**config.mk**
```make
export PLATFORM = sky130hd
export DESIGN_NAME = mux_scan_controller
export DESIGN_NICKNAME = d
export VERILOG_FILES = /design/src/rtl/mux_scan_controller_pkg.sv /design/src/rtl/mux_scan_controller_settle_timer.sv /design/src/rtl/mux_scan_controller.sv
export SDC_FILE = /design/constraint.sdc
export NUM_CORES = 1
export LEC_CHECK = 0
export ABC_AREA = 1
export BUFFER_PORTS_ARGS = -buffer_cell sky130_fd_sc_hd__buf_2
export CAP_MARGIN = 40
export CELL_PAD_IN_SITES_DETAIL_PLACEMENT = 0
export CELL_PAD_IN_SITES_GLOBAL_PLACEMENT = 1
export CORE_UTILIZATION = 39
export DETAILED_ROUTE_END_ITERATION = 8
export PLACE_DENSITY = 0.78
export SYNTH_ARGS = -nofsm -noshare
export SYNTH_HDL_FRONTEND = slang
export SYNTH_SLANG_ARGS = --single-unit
```
**constraint.sdc**
```tcl
create_clock -name clk -period 1.3 [get_ports clk]
set_input_delay 0.195 -clock clk [delete_from_list [all_inputs] [get_ports clk]]
set_output_delay 0.195 -clock clk [all_outputs]
set_load 0.01 [all_outputs]
```
**src/rtl/mux_scan_controller_pkg.sv**
```systemverilog
// Shared types and helpers for the 4-channel mux scan controller.
// Provides the state encoding, channel count, default settle time and a lowest-enabled-channel finder.
package mux_scan_controller_pkg;

  typedef enum logic [1:0] {
    IDLE    = 2'd0,
    SETUP   = 2'd1,
    CAPTURE = 2'd2,
    DONE    = 2'd3
  } state_t;

  localparam int NUM_CH                = 4;
  localparam int DEFAULT_SETTLE_CYCLES = 2;

  typedef struct packed {
    logic       found;
    logic [1:0] ch;
  } chan_pick_t;

  // Lowest enabled channel whose index is >= base; base = NUM_CH means "none left".
  function automatic chan_pick_t lowest_from(input logic [NUM_CH-1:0] mask,
                                             input logic [2:0]        base);
    chan_pick_t pick;
    pick = '0;
    for (int i = NUM_CH - 1; i >= 0; i--) begin
      if (mask[i] && (i >= int'(base))) begin
        pick.found = 1'b1;
        pick.ch    = 2'(i);
      end
    end
    return pick;
  endfunction

endpackage

```
**src/rtl/mux_scan_controller_settle_timer.sv**
```systemverilog
// 4-bit loadable down-counter that times the address settle window.
// expired is asserted whenever the count sits at zero.
module settle_timer (
  input  logic       clk,
  input  logic       reset_n,
  input  logic       load,
  input  logic       en,
  input  logic [3:0] load_val,
  output logic       expired
);

  logic [3:0] count;

  always_ff @(posedge clk or negedge reset_n) begin
    if (!reset_n) begin
      count <= 4'd0;
    end else if (load) begin
      count <= load_val;
    end else if (en && (count != 4'd0)) begin
      count <= count - 4'd1;
    end
  end

  assign expired = (count == 4'd0);

endmodule

```
**src/rtl/mux_scan_controller.sv**
```systemverilog
// Scans the enabled inputs of a 4:1 mux in ascending order, holding each select for a settle
// window before sampling, and returns the 4-bit snapshot over a valid/ready handshake.
module mux_scan_controller
  import mux_scan_controller_pkg::*;
#(
  parameter int SETTLE_CYCLES = DEFAULT_SETTLE_CYCLES
) (
  input  logic              clk,
  input  logic              reset_n,
  input  logic              start,
  input  logic [NUM_CH-1:0] chan_mask,
  output logic              address0,
  output logic              address1,
  input  logic              mux_out,
  output logic [NUM_CH-1:0] sample,
  output logic              sample_valid,
  input  logic              sample_ready,
  output logic              busy,
  output logic              overrun
);

  // Timer is loaded with SETTLE_CYCLES-1 so SETUP lasts exactly SETTLE_CYCLES cycles.
  localparam logic [3:0] SETTLE_LOAD = 4'(SETTLE_CYCLES - 1);

  state_t            state;
  logic [1:0]        ch;
  logic [NUM_CH-1:0] mask_q;
  chan_pick_t        first_pick;
  chan_pick_t        next_pick;
  logic              timer_load;
  logic              timer_en;
  logic              expired;

  always_comb begin
    first_pick = lowest_from(chan_mask, 3'd0);
    next_pick  = lowest_from(mask_q, {1'b0, ch} + 3'd1);
  end

  assign timer_load = ((state == IDLE) && start && first_pick.found) ||
                      ((state == CAPTURE) && next_pick.found);
  assign timer_en   = (state == SETUP);

  settle_timer u_settle_timer (
    .clk      (clk),
    .reset_n  (reset_n),
    .load     (timer_load),
    .en       (timer_en),
    .load_val (SETTLE_LOAD),
    .expired  (expired)
  );

  assign address0 = ch[0];
  assign address1 = ch[1];

  always_ff @(posedge clk or negedge reset_n) begin
    if (!reset_n) begin
      state        <= IDLE;
      ch           <= 2'd0;
      mask_q       <= '0;
      sample       <= '0;
      sample_valid <= 1'b0;
      busy         <= 1'b0;
      overrun      <= 1'b0;
    end else begin
      overrun <= start && (state != IDLE);
      case (state)
        IDLE: begin
          if (start) begin
            mask_q <= chan_mask;
            sample <= '0;
            busy   <= 1'b1;
            if (first_pick.found) begin
              ch    <= first_pick.ch;
              state <= SETUP;
            end else begin
              state        <= DONE;
              sample_valid <= 1'b1;
            end
          end
        end
        SETUP: begin
          if (expired) state <= CAPTURE;
        end
        CAPTURE: begin
          sample[ch] <= mux_out;
          if (next_pick.found) begin
            ch    <= next_pick.ch;
            state <= SETUP;
          end else begin
            state        <= DONE;
            sample_valid <= 1'b1;
          end
        end
        DONE: begin
          if (sample_ready) begin
            state        <= IDLE;
            sample_valid <= 1'b0;
            busy         <= 1'b0;
          end
        end
        default: state <= IDLE;
      endcase
    end
  end

endmodule

```
# Yosys cells after proc, flatten, opt, wreduce, memory -nomap -nowiden
# Cells that the tools add are included.
totals:
  register_bits: 19
  out_inout_bits: 9
  word_cells: 83
op_classes:
  n_addsub: 2
  order_cmp: 6
  n_eq_ne: 10
  mux: 32
  reduce_logical: 25
ops:
  columns: ["op", "n"]
  rows:
  - ["3-bit two-way mux", 8]
  - ["2-bit two-way mux", 8]
  - ["2-bit inequality test, second input constant", 7]
  - ["4-bit two-way mux", 3]
  - ["1-bit logical AND", 10]
  - ["2-bit case mux with 4 select lines", 1]
  - ["4-bit case mux with 2 select lines", 1]
  - ["2-bit nonzero test", 4]
  - ["1-bit by 3-bit >= comparator with 1-bit output, first input constant", 2]
  - ["2-bit by 3-bit >= comparator with 1-bit output, first input constant", 2]
  - ["1-bit two-way mux", 6]
  - ["3-bit AND reduction", 2]
  - ["5-bit AND reduction", 1]
  - ["4-bit bitwise mux", 1]
  - ["2-bit equality test, second input constant", 2]
  - ["4-bit zero test", 1]
  - ["2-bit case mux with 2 select lines", 1]
  - ["2-bit AND reduction", 2]
  - ["4-bit AND reduction", 1]
  - ["4-bit nonzero test", 1]
  - ["4-bit by 1-bit subtractor with 4-bit output, second input constant", 1]
  - ["2-bit by 1-bit adder with 3-bit output, second input constant", 1]
  - ["2-bit by 3-bit less-than comparator with 1-bit output, second input constant", 1]
  - ["1-bit case mux with 3 select lines", 1]
  - ["other kinds (7)", 7]

# Depth between registers and ports, before layout
# Gate-level depths: netlist (run 1).
depth:
  word_depth: 10
  ltp_mapped: 8
  depth_no_buf: 8

# By module
# A second synthesis (run 1) with hierarchy kept.
unflattened:
  cells_unflattened: 150
  area_unflattened_um2: 1068.5
modules_own_cells:
  columns: ["mod", "instances", "cells_per_inst", "area_per_inst_um2", "seq_area_each_um2"]
  rows:
  - ["mux_scan_controller", 1, 104, 773.2, 350.3]
  - ["settle_timer", 1, 46, 295.3, 100.1]

# Least setup slack after synthesis (run 1)
# No wires, ideal clock.
synth_timing:
  path_type: "register to register"
  startpoint: "reg u_settle_timer.count[0]"
  endpoint: "reg u_settle_timer.count[1]"
  setup_ns: 0.073
  arrival_time_ns: 1.126
  path_slack_ns: 0.101
  path_stages_with_launch: 7
  path_cell_list: "dfrtp_1 -> inv_1 -> ha_1 -> nand3_1 -> nand2_4 -> or2_0 -> a21oi_2"
synth_via:
  elab_chain_cells: 3
  word_cells_on_any_way: 6
synth_rtl:
  columns: ["element", "line", "source"]
  rows:
  - ["from (decl)", "mux_scan_controller_settle_timer.sv:12", "logic [3:0] count;"]
  - ["from (signal assigned)", "mux_scan_controller_settle_timer.sv:18", "count <= load_val;"]
  - ["from (signal assigned)", "mux_scan_controller_settle_timer.sv:20", "count <= count - 4'd1;"]
  - ["4-bit by 1-bit subtractor with 4-bit output / 4-bit nonzero test (equally long branches)", "mux_scan_controller_settle_timer.sv:20, mux_scan_controller_settle_timer.sv:19", null]
  - ["4-bit two-way mux / 1-bit logical AND (equally long branches)", "mux_scan_controller_settle_timer.sv:19", "end else if (en && (count != 4'd0)) begin"]
  - ["4-bit two-way mux / 2-bit nonzero test (equally long branches)", null, null]
# Several ways; a longest one is shown, not always the timed one. The select of a mux whose other input is x is not followed.
# A chain may end at the register's enable or synchronous reset.

# Final worst setup path (run 1)
layout_timing:
  startpoint: "reg state[0]"
  endpoint: "reg u_settle_timer.count[1]"
layout_via:
  elab_chain_cells: 5
  word_cells_on_any_way: 10
layout_rtl:
  columns: ["element", "line", "source"]
  rows:
  - ["from (decl)", "mux_scan_controller.sv:25", "state_t state;"]
  - ["from (signal assigned)", "mux_scan_controller.sv:57", "state <= IDLE;"]
  - ["from (signal assigned)", "mux_scan_controller.sv:74", "state <= SETUP;"]
  - ["from (signal assigned)", "mux_scan_controller.sv:76", "state <= DONE;"]
  - ["2-bit zero test", "mux_scan_controller.sv:39", "assign timer_load = ((state == IDLE) && start && first_pick.found) ||"]
  - ["1-bit logical AND (2 in a row)", "mux_scan_controller.sv:39", null]
  - ["1-bit logical OR", "mux_scan_controller.sv:39", null]
  - ["4-bit two-way mux / 2-bit nonzero test (equally long branches)", null, null]
# Several ways; a longest one is shown, not always the timed one.

==> impl_metrics.env, run 1 <==
export IMPL_crit_path_top_delay_cell="dfrtp_1"
export IMPL_dp_hpwl_mm=1.61
export IMPL_critical_path_cell_chain="nand2_2 -> inv_2 -> nand2_4 -> or2_1 -> a21oi_2"
export IMPL_rsz0062_at_grt="true"
export IMPL_ys_ff_latch=18
export IMPL_clk_path_buf_depth=2
export IMPL_syn_inst=130
export IMPL_cts_sinks=18
export IMPL_hold_path_class="input port to flop"
export IMPL_yosysSeqAreaShare_pct=44.9
export IMPL_cts_buffers=3
export IMPL_netlist_area_um2=1000
export IMPL_reg2reg_depth=5
export IMPL_clk_pin_slew_ps=110
export IMPL_clkLatencyLatePin_ps=300
export IMPL_synth_fp_nets=141
export IMPL_cp_depth=5
export IMPL_firstDrtPassIters=4
export IMPL_htree_levels=1
export IMPL_status="completed"
export IMPL_drive_above_1_share_pct=34.8
export IMPL_syn_area_per_cell_um2=7.72
export IMPL_wirelength_mm=2.13
export IMPL_fin_worst_skew_ps=2.88
export IMPL_fp_dieH_um=52.7
export IMPL_portBuffers=17
export IMPL_drc=0
export IMPL_cp_top_family="flip-flops"
export IMPL_grt_busiest_layer="met2"
export IMPL_clockRootBuffer="clkbuf_4"
export IMPL_grt_max_degree=19
export IMPL_vdd_drop_max_mv=1.27
export IMPL_nFillCells=253
export IMPL_initial_core_util_pct=40.9
export IMPL_fin_crit_ps=1280
export IMPL_antenna_cells=0
export IMPL_grt_pass1_vias=844
export IMPL_rows=18
export IMPL_final_area_um2=1270
export IMPL_tightest_slew_ps=400
export IMPL_grt_pass1_wl_mm=3.55
export IMPL_critical_path_peak_fanout=7
export IMPL_pre_cts_ws_ps=13.1
export IMPL_overflow=0
export IMPL_die_w_um=52.7
export IMPL_track_usage_pct=18.2
export IMPL_worst_setup_path_end_kind="flop"
export IMPL_drtIter0Drc=20
export IMPL_setup_slack_ps=23.0
export IMPL_fin_util_pct=51.9
export IMPL_layout_nets=170
export IMPL_fp_coreArea_um2=2450
export IMPL_place_area_um2=1150
export IMPL_finalHoldViolations=0
export IMPL_fin_crit_sh_pct=98.2
export IMPL_fp_dieArea_um2=2780
export IMPL_final_setup_viol_count=0
export IMPL_cts_tree="yes"
export IMPL_required_ps=1540
export IMPL_fmax_ghz=0.783
export IMPL_start_kind="flop"
export IMPL_hold_path_depth=3
export IMPL_ys_warnings_count=0
export IMPL_via_per_inst=4.81
export IMPL_num_vias=905
export IMPL_io_pins=18
export IMPL_arrival_ps=1520
export IMPL_p_per_area_nw_per_um2=2380
export IMPL_ant_nets=0
export IMPL_globalplace_congestion=0.827
export IMPL_multiInputGateArea_um2=539
export IMPL_critical_path_class="flop to flop"
export IMPL_routedWlPerCell_um=11.3
export IMPL_p_leak_nw=0.653
export IMPL_slew_viol_final=0
export IMPL_cp_num_buf_inv=1
export IMPL_antenna_found_initial=0
export IMPL_power_mw=3.03
export IMPL_gr_usage_met1_pct=22.9
export IMPL_syn_to_final_growth_pct=27.1
export IMPL_seq_area_um2=452
export IMPL_hold_slack_ps=115
export IMPL_max_slew_margin_pct=73.3
export IMPL_drv_cap=0
export IMPL_cpPeakStageDelay_ps=530
export IMPL_grt_use_met3_pct=3.77
export IMPL_yosysUniqueCellTypes=22
export IMPL_use_met2_pct=29.7
## cell usage after synthesis (all sizes together)
cell type / number / area share [%]
nor2: 14 / 7.0
nand3b: 1 / 0.75
o22ai: 1 / 0.62
ha: 2 / 2.5
nand4: 3 / 1.9
or2: 1 / 0.62
buf: 1 / 1.1
dfrtp: 18 / 45
o21ai: 6 / 3.7
xor2: 1 / 0.87
a21oi: 6 / 3.7
nand2: 43 / 18
inv: 16 / 6.0
nand3: 17 / 8.5
## cells by family after synthesis
kind of cell | after synthesis | share of synthesized area, %
flops | 18 | 44.9
simple gates | 79 | 36.5
compound gates | 13 | 8.11
xor+xnor | 1 | 0.873
fa+ha+maj | 2 | 2.49
buf+inv | 17 | 7.11
## final cells by class
type	instances	area share, %
Multi-Input combinational cell	95	42.3
Sequential cell	18	35.4
Timing Repair Buffer	25	11.6
Inverter	16	4.91
Tap cell	30	2.94
Clock buffer	4	2.85
## flip-flops by register name (all words and copies together), names as in the netlist
name and count:
state 2, busy 1, mask_q 3, overrun 1
sample 4, u_settle_timer.count 4, sample_valid 1, ch 2
## power breakdown
group	internal, mW	leakage, nW	total (mW)	switching (mW)
logic	0.671	0.408	1.66	0.988
clock network	0.171	0.0210	0.357	0.186
registers	0.810	0.225	1.01	0.201
## through the flow
stage	TNS, ps	instances
after floorplan	0	130
after global placement	0	181
after detailed placement	0	181
after CTS	0	186
after global routing	-74.7	188
final	0	188
## placed cells by master, fill, tap and decap left out, types with 2 or more instances in the layout
master and instances:
dfrtp_1 17, clkbuf_4 3, nor2_4 3, a21oi_1 4, buf_2 17, inv_2 7, nand4_1 3, nand2_4 3
nand2_1 37, nand3_1 15, nor2_1 10, buf_4 7, o21ai_2 2, o21ai_1 3, a21oi_2 2, nand2_2 3
inv_1 8
## timing repair
item	in CTS	in global routing
hold buffers	1	0
endpoints found under the hold margin	18	0
endpoints found under the setup margin	2	14
buffers inserted	0	2
cloned	0	0
pin swaps	1	7
gates resized for setup	1	17
## layer usage
metal  up-vias  wire [um]
li1        476          -
met3         5         62
met2        16       1000
met5         -          0
met1       408       1020
met4         0         41
## worst paths after layout
| path | start | end | slack [ps] |
|---|---|---|---|
| setup / recovery | state[0] | u_settle_timer.count[1] | 20 |
| hold / removal | chan_mask[3] | mask_q[3] | 120 |
| setup reg to reg | state[0] | u_settle_timer.count[1] | 20 |
| hold reg to reg | sample_valid | sample_valid | 480 |
| max in group asynchronous | reset_n | state[1] | 660 |
| min in group asynchronous | reset_n | busy | 340 |
## worst register-to-register path, stage by stage (launching register included)
cell and delay (ps):
dfrtp_1 530, nand2_2 110, inv_2 100, nand2_4 100, or2_1 250, a21oi_2 130
Power figures use the tool's default switching activity.
==> run 2: changes to the inputs <==
--- a/config.mk
+++ b/config.mk
@@ -10,9 +10,10 @@
 export CAP_MARGIN = 40
 export CELL_PAD_IN_SITES_DETAIL_PLACEMENT = 0
 export CELL_PAD_IN_SITES_GLOBAL_PLACEMENT = 1
-export CORE_UTILIZATION = 39
+export CORE_UTILIZATION = 42
 export DETAILED_ROUTE_END_ITERATION = 8
-export PLACE_DENSITY = 0.78
+export MAX_ROUTING_LAYER = met4
+export PLACE_DENSITY = 0.83
 export SYNTH_ARGS = -nofsm -noshare
 export SYNTH_HDL_FRONTEND = slang
 export SYNTH_SLANG_ARGS = --single-unit
==> constraint.sdc (replaced) <==
create_clock -name clk -period 1.5 [get_ports clk]
set_input_delay 0.225 -clock clk [delete_from_list [all_inputs] [get_ports clk]]
set_output_delay 0.225 -clock clk [all_outputs]
set_load 0.01 [all_outputs]
==> run 2 against run 1 <==
Die area down 6.9%. Wire length rose by 0.47%. Register-to-register slack improved by 140 ps. Critical endpoint is now u_settle_timer.count[0].
==> impl_metrics.env, run 2 (synthesized netlist as in run 1, its figures left out) <==
export IMPL_p_sw_share_pct=46.9
export IMPL_instances_no_fill=178
export IMPL_die_w_um=50.9
export IMPL_hold_end="mask_q[3]"
export IMPL_reg2reg_depth=6
export IMPL_initial_core_util_pct=44.9
export IMPL_critical_path_peak_fanout=7
export IMPL_hold_path_depth=3
export IMPL_p_comb_share_pct=52.7
export IMPL_drtIter0Drc=18
export IMPL_tightest_slew_ps=412
export IMPL_firstDrtPassIters=4
export IMPL_p_int_mw=1.24
export IMPL_p_clk_share_pct=10.3
export IMPL_drive_above_1_share_pct=24.7
export IMPL_track_usage_pct=20.9
export IMPL_routedWlPerCell_um=12.0
export IMPL_fp_dieArea_um2=2590
export IMPL_p_per_area_nw_per_um2=2030
export IMPL_overflow=0
export IMPL_fmax_ghz=0.746
export IMPL_setup_slack_ps=159
export IMPL_drc=0
export IMPL_htree_levels=1
export IMPL_rr_startpoint="u_settle_timer.count[0]"
export IMPL_cts_sinks=18
export IMPL_final_area_um2=1140
export IMPL_clk_pin_slew_ps=100
export IMPL_io_pins=18
export IMPL_wirelength_mm=2.14
export IMPL_fin_worst_skew_ps=3.72
export IMPL_power_switching_mw=1.09
export IMPL_cts_repair_resized=0
export IMPL_final_cell_mix="38 x nand2_1, 18 x dfrtp_1, 17 x nand3_1, 17 x buf_2"
export IMPL_reg2reg_to="u_settle_timer.count[0]"
export IMPL_clockRootBuffer="clkbuf_4"
export IMPL_clk_path_buf_depth=2
export IMPL_p_leak_nw=0.599
export IMPL_max_slew_margin_pct=72.5
export IMPL_critical_path_class="flop to flop"
export IMPL_antenna_cells=0
export IMPL_reg_top3="sample (4), u_settle_timer.count (4), mask_q (3)"
export IMPL_clkLatencyLatePin_ps=290
export IMPL_antenna_found_initial=0
export IMPL_layout_nets=163
export IMPL_hold_path_class="input port to flop"
export IMPL_fp_coreArea_um2=2230
export IMPL_arrival_ps=1520
export IMPL_grt_max_degree=19
export IMPL_num_vias=891
export IMPL_setup_tns_ps=0
export IMPL_ant_nets=0
export IMPL_power_mw=2.33
export IMPL_syn_to_final_growth_pct=14.1
export IMPL_rows=17
export IMPL_status="completed"
export IMPL_startpoint="u_settle_timer.count[0]"
export IMPL_seqPwrFrac_pct=37.0
export IMPL_vdd_drop_max_mv=1.32
export IMPL_final_common_cell="nand2_1"
export IMPL_cts_tree="yes"
export IMPL_finalHoldViolations=0
export IMPL_globalplace_congestion=0.801
export IMPL_start_kind="flop"
export IMPL_worst_setup_path_end_kind="flop"
export IMPL_grt_pass1_wl_mm=3.80
export IMPL_cts_buffers=3
export IMPL_drv_cap=0
export IMPL_worstHoldStart="chan_mask[3]"
export IMPL_fp_dieH_um=50.9
export IMPL_pre_cts_ws_ps=191
export IMPL_grt_pass1_vias=851
export IMPL_portBuffers=17
export IMPL_reg2reg_slack_ps=160
export IMPL_final_setup_viol_count=0
export IMPL_place_area_um2=1110
export IMPL_fin_crit_sh_pct=89.4
export IMPL_rsz0062_at_grt="false"
export IMPL_required_ps=1680
export IMPL_dp_cells=174
export IMPL_slew_viol_final=0
export IMPL_via_per_inst=5.01
export IMPL_dp_hpwl_mm=1.65
export IMPL_fin_crit_ps=1340
## run 2: cell types whose count changed in the layout (fill, tap and decap cells not counted), sizes merged
| cell | delta |
|---|---|
| clkbuf | -1 |
| buf | -7 |
## run 2: timing repair
action                                  in CTS  in global routing
hold buffers                                 1                  0
buffers inserted                             0                  0
endpoints found under the hold margin       18                  0
endpoints found under the setup margin       0                  0
## run 2: worst max-delay path, stage by stage (launching register included)
cell     delay, ps
dfrtp_1        400
inv_1          110
ha_1           150
nand3_1        160
nand2_4        160
xor2_1         160
nand3_1         90
## run 2: routing by layer
metal,GRT usage [%],vias up,part of all wire [%]
met3,3.57,5,3.2
met2,32.2,22,46
met5,-,-,0
met4,11.1,0,2.2
met1,26.3,406,48
li1,-,458,-
## run 2: how the worst max path moves through the flow
stage / to / slack, ps / cells after the start
global route: u_settle_timer.count[0] / 50 / 6
global placement: u_settle_timer.count[1] / 230 / 6
floorplan: u_settle_timer.count[1] / 300 / 6
CTS: u_settle_timer.count[0] / 170 / 6
finish: u_settle_timer.count[0] / 160 / 6
detailed placement: u_settle_timer.count[0] / 190 / 6
## run 2: per-stage QoR
| step | hold slack [ps] | util [%] |
|---|---|---|
| 6_report | 162 | 51.3 |
| 5_1_grt | 191 | 51.3 |
| 4_1_cts | 164 | 51.3 |
| 3_5_place_dp | 186 | 49.8 |
| 3_3_place_gp | 185 | 49.8 |
| 2_1_floorplan | -70.6 | - |
## run 2: cell type report
cell class | instances | area, um2
repair buffers | 18 | 95.1
multi-input cells | 95 | 482
inverters | 16 | 60.1
fillers | 229 | 1090
clock buffers | 3 | 22.5
well taps | 28 | 35.0
flip-flops and latches | 18 | 450
## run 2: power by group through the flow
stage / clock, mW / combinational [mW] / sequential (mW)
final: 0.239 / 1.23 / 0.862
after global routing: 0.268 / 1.40 / 0.888
after CTS: 0.247 / 1.23 / 0.863
after detailed placement: 0 / 1.23 / 0.870
after global placement: 0 / 1.20 / 0.868
after floorplan: 0 / 0.888 / 0.890
==> run 3: changes to the inputs <==
--- a/config.mk
+++ b/config.mk
@@ -5,15 +5,15 @@
 export SDC_FILE = /design/constraint.sdc
 export NUM_CORES = 1
 export LEC_CHECK = 0
-export ABC_AREA = 1
 export BUFFER_PORTS_ARGS = -buffer_cell sky130_fd_sc_hd__buf_2
 export CAP_MARGIN = 40
 export CELL_PAD_IN_SITES_DETAIL_PLACEMENT = 0
 export CELL_PAD_IN_SITES_GLOBAL_PLACEMENT = 1
-export CORE_UTILIZATION = 42
+export CORE_MARGIN = 2
+export CORE_UTILIZATION = 43
 export DETAILED_ROUTE_END_ITERATION = 8
 export MAX_ROUTING_LAYER = met4
-export PLACE_DENSITY = 0.83
+export PLACE_DENSITY = 0.8
 export SYNTH_ARGS = -nofsm -noshare
 export SYNTH_HDL_FRONTEND = slang
 export SYNTH_SLANG_ARGS = --single-unit
==> run 3 against run 2 <==
Worst setup slack worse by 170 ps. Wire length increased by 2.4%. Area after synthesis is 2.9% higher. Critical endpoint unchanged. Clock power rose by 2%. Highest routed layer unchanged. Synthesized cell count fell by 20%. The run now ends with negative setup slack left.
==> impl_metrics.env, run 3 <==
export IMPL_status="finished, violations left"
export IMPL_violations="negative setup slack"
export IMPL_synth_edf_count=0
export IMPL_grt_pass1_vias=821
export IMPL_fp_coreArea_um2=2230
export IMPL_track_usage_pct=18.0
export IMPL_globalplace_congestion=0.744
export IMPL_synth_simple_area_share_pct=20.2
export IMPL_ant_nets=0
export IMPL_dp_hpwl_mm=1.61
export IMPL_final_setup_viol_count=3
export IMPL_synth_top_family_by_area="simple AND/OR/NAND/NOR gates"
export IMPL_antenna_found_initial=0
export IMPL_antenna_cells=0
export IMPL_seqPwrFrac_pct=31.3
export IMPL_yosysMostFrequentCell="dfrtp_1"
export IMPL_synth_fa_ha_area_share_pct=2.42
export IMPL_tightest_slew_ps=411
export IMPL_fmax_ghz=0.661
export IMPL_routedWlPerCell_um=13.2
export IMPL_hold_path_class="input port to flop"
export IMPL_reg2reg_depth=6
export IMPL_overflow=0
export IMPL_synthArstFlopShare_pct=100
export IMPL_hold_path_depth=2
export IMPL_vdd_drop_max_mv=1.17
export IMPL_power_mw=2.86
export IMPL_p_leak_nw=0.630
export IMPL_drv_cap=0
export IMPL_grt_max_degree=19
export IMPL_yosysTopAreaCell="dfrtp_1"
export IMPL_cts_sinks=18
export IMPL_muxShareOfSynthArea_pct=6.67
export IMPL_syn_area_per_cell_um2=9.93
export IMPL_clockRootBuffer="clkbuf_4"
export IMPL_fin_util_pct=59.8
export IMPL_clk_path_buf_depth=2
export IMPL_required_ps=1690
export IMPL_yosysUniqueCellTypes=42
export IMPL_hold_end="overrun"
export IMPL_yosysSeqAreaShare_pct=43.6
export IMPL_via_per_inst=5.23
export IMPL_p_per_area_nw_per_um2=2140
export IMPL_instances_no_fill=166
export IMPL_final_cell_mix="17 x dfrtp_1, 17 x buf_2, 17 x buf_4"
export IMPL_p_int_mw=1.74
export IMPL_portBuffers=17
export IMPL_wirelength_mm=2.19
export IMPL_grt_pass1_wl_mm=3.62
export IMPL_fin_crit_ps=1510
export IMPL_initial_core_util_pct=46.2
export IMPL_firstDrtPassIters=4
export IMPL_synth_compound_area_share_pct=19.2
export IMPL_die_w_um=53.0
export IMPL_ys_top_cells_by_area="dfrtp_1 44%, nor2_1 3.3%, mux2_2 3.3%"
export IMPL_synth_fp_nets=115
export IMPL_layout_nets=151
export IMPL_drc=0
export IMPL_rsz0062_at_grt="true"
export IMPL_critical_path_peak_fanout=5
export IMPL_cts_tree="yes"
export IMPL_fp_dieH_um=53.0
export IMPL_finalHoldViolations=0
export IMPL_p_comb_share_pct=60.2
export IMPL_netlist_area_um2=1030
export IMPL_arrival_ps=1710
export IMPL_ys_ff_latch=18
export IMPL_syn_to_final_growth_pct=29.3
export IMPL_io_pins=18
export IMPL_ys_warnings_count=0
export IMPL_fin_crit_sh_pct=101
export IMPL_start_kind="flop"
export IMPL_num_vias=869
export IMPL_synthFlopType="dfrtp_1"
export IMPL_drtIter0Drc=22
export IMPL_dp_cells=159
export IMPL_clkLatencyLatePin_ps=290
export IMPL_fin_worst_skew_ps=4.40
export IMPL_rr_startpoint="u_settle_timer.count[1]"
export IMPL_worst_setup_path_end_kind="flop"
export IMPL_reg2reg_slack_ps=-10
export IMPL_synth_top_area_share_pct=43.6
export IMPL_final_area_um2=1340
export IMPL_synthTopCellsByCount="18 x dfrtp_1, 9 x nor2_1, 7 x nand2_1"
export IMPL_clk_pin_slew_ps=100
export IMPL_fp_dieArea_um2=2810
export IMPL_synth_xor_area_share_pct=2.55
export IMPL_critical_path_class="flop to flop"
export IMPL_rows=17
export IMPL_syn_inst=104
export IMPL_reg2reg_to="u_settle_timer.count[0]"
export IMPL_setup_slack_ps=-13.1
export IMPL_htree_levels=1
export IMPL_slew_viol_final=0
export IMPL_reg_top3="sample (4), u_settle_timer.count (4), mask_q (3)"
export IMPL_max_slew_margin_pct=72.6
export IMPL_p_sw_share_pct=39.3
export IMPL_p_clk_share_pct=8.5
export IMPL_drive_above_1_share_pct=43.5
export IMPL_place_area_um2=1240
export IMPL_power_switching_mw=1.13
export IMPL_cts_buffers=3
export IMPL_worstHoldStart="start"
export IMPL_hold_slack_ps=157
## run 3: logic make-up (layout without fill, tap and decap cells)
kind of cell,Yosys count,in the layout
flip-flops,18,18
adder cells (fa/ha/maj),2,2
multiplexers,6,6
AO/OA/AOI/OAI,27,27
buffers and inverters,11,45
AND/OR/NAND/NOR,37,37
XOR/XNOR,3,3
## run 3: per-stage QoR
stage | setup TNS, ps | setup WS (ps)
6_report | -33.0 | -13.1
5_1_grt | -298 | -88.4
4_1_cts | 0 | 8.20
3_5_place_dp | -226 | -67.1
3_3_place_gp | -8.90 | -8.85
2_1_floorplan | -113 | -42.8
## run 3: cell type report
cell class	count	area (um2)
multi-input combinational	75	562
timing repair buffer	37	245
sequential	18	452
clock buffer	3	22.5
tap	28	35.0
inverter	5	18.8
fill	199	898
## run 3: worst max-delay path, stage by stage (launching register included)
cell	delay [ps]
dfrtp_1	410
inv_2	70
ha_2	160
or3b_4	390
and2_4	200
xnor2_2	120
nand2b_1	70
## run 3: power by group through the flow
stage | combinational (mW) | sequential, mW | clock, mW
final | 1.72 | 0.895 | 0.244
after global routing | 1.90 | 0.928 | 0.267
after CTS | 1.61 | 0.892 | 0.254
after detailed placement | 1.53 | 0.899 | 0
after global placement | 1.49 | 0.888 | 0
after floorplan | 1.00 | 0.895 | 0
## run 3: worst max path at each step
stage	endpoint	from	slack (ps)	depth (start not counted)
2_1_floorplan	u_settle_timer.count[0]	u_settle_timer.count[0]	-40	7
3_3_place_gp	u_settle_timer.count[0]	u_settle_timer.count[0]	-9	6
6_report	u_settle_timer.count[0]	u_settle_timer.count[1]	-10	6
3_5_place_dp	u_settle_timer.count[1]	u_settle_timer.count[0]	-70	5
5_1_grt	u_settle_timer.count[2]	u_settle_timer.count[1]	-90	7
4_1_cts	u_settle_timer.count[2]	u_settle_timer.count[0]	8	7
## run 3: repair_timing
| action | 4_1_cts | 5_1_grt |
|---|---|---|
| setup buffers | 0 | 3 |
| endpoints found under the hold margin | 18 | 0 |
| gates resized for setup | 9 | 7 |
| pin swaps | 1 | 9 |
| hold buffers | 1 | 0 |
| endpoints found under the setup margin | 6 | 8 |
## run 3: metal layers
layer  vias to the layer above  part of all wire [%]  global-route usage, %
met3                         2                   4.0                   2.54
li1                        434                     -                      -
met2                        19                    49                   28.3
met4                         0                  0.64                   7.69
met5                         -                     0                      -
met1                       414                    46                   23.3
